$ cat src/rtl/wr_rd_sequencer_if.sv
// Request and memory-side signals of the write/readback sequencer; slave is the sequencer view.
// Backpressure: req_ready gates acceptance, memory side is strobe-driven with no stall.
interface wr_rd_sequencer_if #(
    parameter int ADDR_W = 4,
    parameter int DATA_W = 8
);
    logic              req_valid;
    logic              req_ready;
    logic [ADDR_W-1:0] req_addr;
    logic [DATA_W-1:0] req_data;
    logic              wr;
    logic              rd;
    logic [ADDR_W-1:0] addr;
    logic [DATA_W-1:0] wdata;
    logic [DATA_W-1:0] rdata;
    logic              done;
    logic              pass;

    modport slave (
        input  req_valid, req_addr, req_data, rdata,
        output req_ready, wr, rd, addr, wdata, done, pass
    );

    modport master (
        output req_valid, req_addr, req_data, rdata,
        input  req_ready, wr, rd, addr, wdata, done, pass
    );
endinterface

$ cat src/rtl/wr_rd_sequencer.sv
// Write one word, wait GAP cycles, read it back RD_LEN cycles, pulse done/pass; GAP+RD_LEN+2 cycles per request.
// Accepts only in IDLE (req_ready); optional err_cnt output under WR_RD_SEQUENCER_ERRCNT_EN.
module wr_rd_sequencer #(
    parameter int ADDR_W = 4,
    parameter int DATA_W = 8,
    parameter int GAP    = 2,
    parameter int RD_LEN = 2
) (
    input  logic                  clk,
    input  logic                  rst,
    wr_rd_sequencer_if.slave      bus
`ifdef WR_RD_SEQUENCER_ERRCNT_EN
    ,
    output logic [7:0]            err_cnt
`endif
);

    typedef enum logic [2:0] {
        IDLE  = 3'd0,
        WRITE = 3'd1,
        GAP_W = 3'd2,
        READ  = 3'd3,
        CHECK = 3'd4
    } state_t;

    state_t            state_q, state_d;
    logic [3:0]        cnt_q, cnt_d;
    logic [ADDR_W-1:0] addr_q, addr_d;
    logic [DATA_W-1:0] wdata_q, wdata_d;
    logic              wr_q, wr_d;
    logic              rd_q, rd_d;
    logic              done_q, done_d;
    logic              pass_q, pass_d;

    always_ff @(posedge clk or posedge rst) begin
        if (rst) begin
            state_q <= IDLE;
            cnt_q   <= '0;
            addr_q  <= '0;
            wdata_q <= '0;
            wr_q    <= 1'b0;
            rd_q    <= 1'b0;
            done_q  <= 1'b0;
            pass_q  <= 1'b0;
        end else begin
            state_q <= state_d;
            cnt_q   <= cnt_d;
            addr_q  <= addr_d;
            wdata_q <= wdata_d;
            wr_q    <= wr_d;
            rd_q    <= rd_d;
            done_q  <= done_d;
            pass_q  <= pass_d;
        end
    end

    // Strobes are computed from the next state so the registered outputs line up with the state they belong to.
    always_comb begin
        state_d = state_q;
        cnt_d   = cnt_q;
        addr_d  = addr_q;
        wdata_d = wdata_q;
        wr_d    = 1'b0;
        rd_d    = 1'b0;
        done_d  = 1'b0;
        pass_d  = 1'b0;
        case (state_q)
            IDLE: begin
                cnt_d = '0;
                if (bus.req_valid) begin
                    addr_d  = bus.req_addr;
                    wdata_d = bus.req_data;
                    wr_d    = 1'b1;
                    state_d = WRITE;
                end
            end
            WRITE: begin
                cnt_d   = 4'(GAP - 2);
                state_d = GAP_W;
            end
            GAP_W: begin
                if (cnt_q == 4'd0) begin
                    cnt_d   = 4'(RD_LEN - 1);
                    rd_d    = 1'b1;
                    state_d = READ;
                end else begin
                    cnt_d = cnt_q - 4'd1;
                end
            end
            READ: begin
                if (cnt_q == 4'd0) begin
                    // Compare is registered so pass is valid alongside done in CHECK.
                    cnt_d   = '0;
                    done_d  = 1'b1;
                    pass_d  = (bus.rdata == wdata_q);
                    state_d = CHECK;
                end else begin
                    cnt_d = cnt_q - 4'd1;
                    rd_d  = 1'b1;
                end
            end
            CHECK: begin
                cnt_d   = '0;
                state_d = IDLE;
            end
            default: begin
                cnt_d   = '0;
                state_d = IDLE;
            end
        endcase
    end

    assign bus.req_ready = (state_q == IDLE);
    assign bus.wr        = wr_q;
    assign bus.rd        = rd_q;
    assign bus.addr      = addr_q;
    assign bus.wdata     = wdata_q;
    assign bus.done      = done_q;
    assign bus.pass      = pass_q;

`ifdef WR_RD_SEQUENCER_ERRCNT_EN
    logic [7:0] err_q;

    always_ff @(posedge clk or posedge rst) begin
        if (rst) begin
            err_q <= '0;
        end else if (done_q && !pass_q && (err_q != 8'hFF)) begin
            err_q <= err_q + 8'd1;
        end
    end

    assign err_cnt = err_q;
`endif

endmodule
$ cat src/flat_wrapper.sv
// flat-port wrapper written by rule: the top's interface ports become plain ports
module wr_rd_sequencer_flat 
#(
    parameter int ADDR_W = 4,
    parameter int DATA_W = 8,
    parameter int GAP    = 2,
    parameter int RD_LEN = 2
)
  (clk, rst, bus_req_valid, bus_req_addr, bus_req_data, bus_rdata, bus_req_ready, bus_wr, bus_rd, bus_addr, bus_wdata, bus_done, bus_pass);
  wr_rd_sequencer_if #(.ADDR_W(ADDR_W), .DATA_W(DATA_W)) bus_i ();
  input  logic clk;
  input  logic rst;
  input wire logic [$bits(bus_i.req_valid)-1:0] bus_req_valid;
  input wire logic [$bits(bus_i.req_addr)-1:0] bus_req_addr;
  input wire logic [$bits(bus_i.req_data)-1:0] bus_req_data;
  input wire logic [$bits(bus_i.rdata)-1:0] bus_rdata;
  output wire logic [$bits(bus_i.req_ready)-1:0] bus_req_ready;
  output wire logic [$bits(bus_i.wr)-1:0] bus_wr;
  output wire logic [$bits(bus_i.rd)-1:0] bus_rd;
  output wire logic [$bits(bus_i.addr)-1:0] bus_addr;
  output wire logic [$bits(bus_i.wdata)-1:0] bus_wdata;
  output wire logic [$bits(bus_i.done)-1:0] bus_done;
  output wire logic [$bits(bus_i.pass)-1:0] bus_pass;
  assign bus_i.req_valid = bus_req_valid;
  assign bus_i.req_addr = bus_req_addr;
  assign bus_i.req_data = bus_req_data;
  assign bus_i.rdata = bus_rdata;
  assign bus_req_ready = bus_i.req_ready;
  assign bus_wr = bus_i.wr;
  assign bus_rd = bus_i.rd;
  assign bus_addr = bus_i.addr;
  assign bus_wdata = bus_i.wdata;
  assign bus_done = bus_i.done;
  assign bus_pass = bus_i.pass;
  wr_rd_sequencer #(.ADDR_W(ADDR_W), .DATA_W(DATA_W), .GAP(GAP), .RD_LEN(RD_LEN)) u_core (.clk(clk), .rst(rst), .bus(bus_i));
endmodule
$ cat config.mk
export PLATFORM = sky130hd
export DESIGN_NAME = wr_rd_sequencer_flat
export DESIGN_NICKNAME = d
export VERILOG_FILES = /design/src/rtl/wr_rd_sequencer_if.sv /design/src/rtl/wr_rd_sequencer.sv /design/src/flat_wrapper.sv
export SDC_FILE = /design/constraint.sdc
export NUM_CORES = 1
export LEC_CHECK = 0
export CORE_UTILIZATION = 30
export DETAILED_ROUTE_END_ITERATION = 12
export PLACE_DENSITY = 0.57
export REMOVE_ABC_BUFFERS = 1
export SLEW_MARGIN = 20
export SYNTH_ARGS = -nofsm -noshare
export SYNTH_HDL_FRONTEND = slang
export SYNTH_SLANG_ARGS = --single-unit
$ cat constraint.sdc
create_clock -name clk -period 3.11 [get_ports clk]
set_input_delay 0.311 -clock clk [delete_from_list [all_inputs] [get_ports clk]]
set_output_delay 0.311 -clock clk [all_outputs]
set_load 0.005 [all_outputs]
Yosys cells after proc, flatten, opt, wreduce, memory -nomap -nowiden
Index checks and enable logic that the tools add are counted.
{"block": "totals", "reg_bits": 23, "inputBits": 23}
{"block": "classes", "eq_ne": 7, "n_addsub": 1, "n_mux": 15, "reduce_logical": 4}
{"operator": "$pmux W3 S4", "count": 1}
{"operator": "$mux W3", "count": 3}
{"operator": "$eq A8 B8 Y1", "count": 1}
{"operator": "$mux W4", "count": 2}
{"operator": "$pmux W4 S2", "count": 1}
{"operator": "$mux W1", "count": 7}
{"operator": "$eq A3 B2 Y1 const B", "count": 2}
{"operator": "$logic_not A4 Y1", "count": 1}
{"operator": "$ne A2 B1 Y1 const B", "count": 2}
{"operator": "$sub A4 B1 Y4 const B", "count": 1}
{"operator": "$eq A3 B1 Y1 const B", "count": 1}
{"operator": "$logic_not A3 Y1", "count": 1}
{"operator": "$reduce_and A3 Y1", "count": 1}
{"operator": "$ne A2 B2 Y1 const B", "count": 1}
{"operator": "$pmux W1 S2", "count": 1}
{"operator": "$reduce_and A2 Y1", "count": 1}

Logic depth before layout (Yosys ltp)
{"block": "depth", "ltp_word": 3, "ltp_mapped": 6, "ltp_nobuf": 5}

Least setup slack after synthesis
Ideal clock, no wire load.
{"block": "synth_timing", "kind": "register -> register", "startpoint": "register u_core.state_q[0]", "endpoint": "register u_core.addr_q[0] (netlist: u_core.bus.addr[0])", "n_path_buf": 3, "arrival_ns": 1.374, "slack_ns": 1.611, "path_stages_with_launch": 7, "required_ns": 2.985, "setup_time_ns": 0.125, "synth_period_minus_slack_ns": 1.499, "cell_sequence": "dfrtp_1 > buf_6 > nor3_2 > and2_4 > buf_6 > buf_12 > mux2_4"}
{"block": "synth_between", "elab_chain_len": 2}
{"item": "start: declaration", "line": "wr_rd_sequencer.sv:26", "source": "state_t state_q, state_d;"}
{"item": "start signal: assignment", "line": "wr_rd_sequencer.sv:46", "source": "state_q <= state_d;"}
{"item": "$logic_not A3 Y1"}
{"item": "via bus_req_ready", "line": "flat_wrapper.sv:17", "source": "output wire logic [$bits(bus_i.req_ready)-1:0] bus_req_ready;"}
{"item": "$reduce_and A2 Y1 (no source line)"}
{"item": "end signal: assignment", "line": "wr_rd_sequencer.sv:48", "source": "addr_q <= addr_d;"}
{"item": "end: declaration", "line": "wr_rd_sequencer.sv:28", "source": "logic [ADDR_W-1:0] addr_q, addr_d;"}
The timed path passes the listed nets, and every way through them passes these cells.
A chain may end at the register's enable or synchronous reset.

Worst setup path in the final report
{"block": "layout_timing", "startpoint": "register u_core.state_q[0]", "endpoint": "output bus_req_ready"}
{"block": "layout_between", "elab_chain_len": 1}
{"item": "$logic_not A3 Y1", "line": "wr_rd_sequencer.sv:113", "source": "assign bus.req_ready = (state_q == IDLE);"}
{"item": "end: declaration", "line": "flat_wrapper.sv:17"}
No other way between the ends.

==> summary.txt <==
Global routing
  – Initial antenna violation count: 0
  – Largest net degree at the start of global routing: 24
  – Vias in the first global route: 715
  – GRT overflow: 0
  – GRT Total Usage: 0.116
  – First-pass GRT wire length: ~3.5 mm

Floorplan
  – Die Ht: 62.2 µm
  – Core Area: ~0.0034 mm²
  – # rows: 21
  – Chip Width: 62.2 µm
  – Io pins: 40
  – Initial core utilization: 0.320
  – Die ar.: ~0.0039 mm²

Clocking
  – CTS tree: done
  – CTS clk-pin slew, worst paths: 0.13 ns
  – Clock sink count: 23
  – Hold_buf cts: 0
  – TritonCTS Buffers: 3
  – H-tree levels: 1
  – Postcts setup bufs: 0
  – PostCTS Resize Cnt: 0
  – Clk_lat worst skew: about 0.3 ns
  – Root Driver: clkbuf_4
  – Max Root-Sink Buffers: 2

Drt
  – Via count: approximately 700
  – Post-route DRC: 0
  – Pre-antenna DRT Iters: 4
  – Routed len/inst: between 10 and 15 µm
  – DRT iter0 DRCs: 13
  – WL final: ~2.1 mm
  – Remaining antenna violation count after routing: 0
  – Vias/cell: about 4.3

Placement
  – HPWL Detailed: roughly 1.5 mm
  – Port Buf Inserts: 39
  – Place WS: roughly 1.5 ns
  – Placed cells: ~160
  – Placer Congestion: 0.790

Logic synthesis
  – Sequential share of the synthesized area: 0.530
  – Synth Warn #: 0
  – Ranking of synthesized cells by area: dfrtp_1 53%, mux2_4 12%, xor2_1 6.5%
  – Ys async rst share: 1.00
  – Synth cell types: 27
  – Number of enable flip-flop cells after synthesis: 0
  – Number of synthesized register bits: 23
  – Largest area contributor in the synthesized netlist: dfrtp_1
  – Mapped Cells: 81
  – Post-synth top area share: 0.530
  – Primary FF master, synth: dfrtp_1
  – Syn_area_per_cell: 13.4 µm²
  – Synthesized area: 0.00109 mm²

Worst setup path
  – Setup CP Type: flip-flop to output pin
  – Critical-path top delay cell: clkdlybuf4s50_1
  – Worst Path Required: ~2.8 ns
  – Crit-path max cell delay: between 0.5 and 0.6 ns
  – Buf/Inv on CP: 1
  – Crit-path max FO: 9
  – Crit path cell chain: nor3_2 -> clkdlybuf4s50_1
  – Endpoint class of the critical path: output pin
  – Startpoint Class: flip-flop
  – CP arrival: approximately 1.6 ns
  – Top cell family by delay on the critical path: buffers and inverters

Power
  – P_leak: ~0.67 nW
  – Peak VDD IR: 368 µV
  – Power density cells: 893 mW/mm²

Finish
  – FILL cells: around 310
  – Most frequent cells in the layout: 39 x clkdlybuf4s50_1, 23 x dfrtp_1, 9 x mux2_4
  – Final net count: about 150
  – N_diodes: 0
  – Area Growth Syn to Fin: 39.9%
  – Fraction of layout cells with a size suffix above 1: 0.182
  – Final std cells w/o fill: between 150 and 200
  – Commonest non-fill, non-tap cell in the layout: clkdlybuf4s50_1
  – Fin util: 0.448

Timing
  – Final Skew: between 0.0015 and 0.002 ns
  – Measured slew at the worst slew-check pin: between 0.8 and 0.9 ns
  – Slew margin rel.: 0.420
  – Final hold violation count: 0
  – Highest clock rate: about 540 MHz
  – Max Slew Vio Count: 0
  – TNS Setup: 0 ns
  – Tcrit/Tclk final: 0.600
  – # setup viols final: 0
  – Min Clock Period, post-route: around 1.9 ns
  – Final setup margin: 1.24 ns
  – Unrepaired setup endpoints after global routing: false

Flow run
  – MaxCap Viol Count: 0

Run status
  – Status: completed

Worst hold path
  – Worst hold path class: input port to asynchronous set/reset pin
[per-stage QoR]
stage          instance area [µm²]  total power (W)  hold WS [ns]
2_1_floorplan                 1040         0.000925         0.313
3_3_place_gp                  1490          0.00121         0.495
3_5_place_dp                  1490          0.00123         0.503
4_1_cts                       1520          0.00138         0.502
5_1_grt                       1520          0.00146         0.547
6_report                      1520          0.00136         0.474
[synth_stat cells (all sizes together) (2+ instances only)]
master and n:
xnor2 2, ha 2, dfrtp 23, inv 4
nor2 6, buf 3, nand2 3, nor3 2
nor4 2, mux2 12, xor2 8, and3 3
[report_power, final]
part / internal [W] / switching (W) / leakage, nW / total (W)
registers: 0.000432 / 0.000118 / 0.285 / 0.000550
clock network: 0.0000480 / 0.0000894 / 0.0177 / 0.000137
logic: 0.000436 / 0.000232 / 0.372 / 0.000668
total: 0.000916 / 0.000440 / 0.674 / 0.00136
[logic make-up after synthesis]
logic type,Yosys count,synth area share
fa+ha+maj,2,0.0230
flops,23,0.530
buf+inv,7,0.0530
compound gates,5,0.0323
mux,13,0.165
simple gates,21,0.116
xor+xnor,10,0.0807
[layout make-up]
| type | count | area [µm²] | share of cell area |
|---|---|---|---|
| clock inverters | 1 | 5.00 | 0.00329 |
| flip-flops and latches | 23 | 576 | 0.379 |
| clock buffers | 3 | 22.5 | 0.0148 |
| multi-input cells | 51 | 453 | 0.298 |
| repair buffers | 39 | 390 | 0.257 |
| well taps | 46 | 57.6 | 0.0379 |
| inverters | 4 | 15.0 | 0.00988 |
[worst paths after layout]
| kind | startpoint | end | slack (ns) | cells past startpoint |
|---|---|---|---|---|
| worst max-delay path | u_core.state_q[0] | bus_req_ready | 1.24 | 2 |
| worst min-delay path | rst | u_core.bus.addr[0] | 0.47 | 2 |
| worst max register to register | u_core.cnt_q[0] | u_core.state_q[0] | 1.52 | 5 |
| worst min register to register | u_core.bus.addr[3] | u_core.bus.addr[3] | 0.53 | 1 |
| max in group asynchronous | rst | u_core.cnt_q[0] | 2.11 | 2 |
| min in group clk | u_core.bus.addr[3] | u_core.bus.addr[3] | 0.53 | 1 |
[layer usage]
metal | vias to the layer above | wire [µm] | GRT usage | share of wire
li1 | 350 | - | - | -
met1 | 340 | 987 | 0.147 | 0.47
met2 | 26 | 970 | 0.183 | 0.46
met3 | 2 | 119 | 0.0313 | 0.057
met4 | 0 | 13 | 0.0523 | 0.0062
met5 | - | 0 | 0 | 0
[registers in the layout, indices dropped and copies added, names as in the netlist]
signal / cells
u_core.state_q: 3
u_core.bus.pass: 1
u_core.bus.wdata: 8
u_core.bus.wr: 1
u_core.bus.addr: 4
u_core.bus.done: 1
u_core.cnt_q: 4
u_core.bus.rd: 1
No activity file was read; power rests on OpenSTA's default activity.
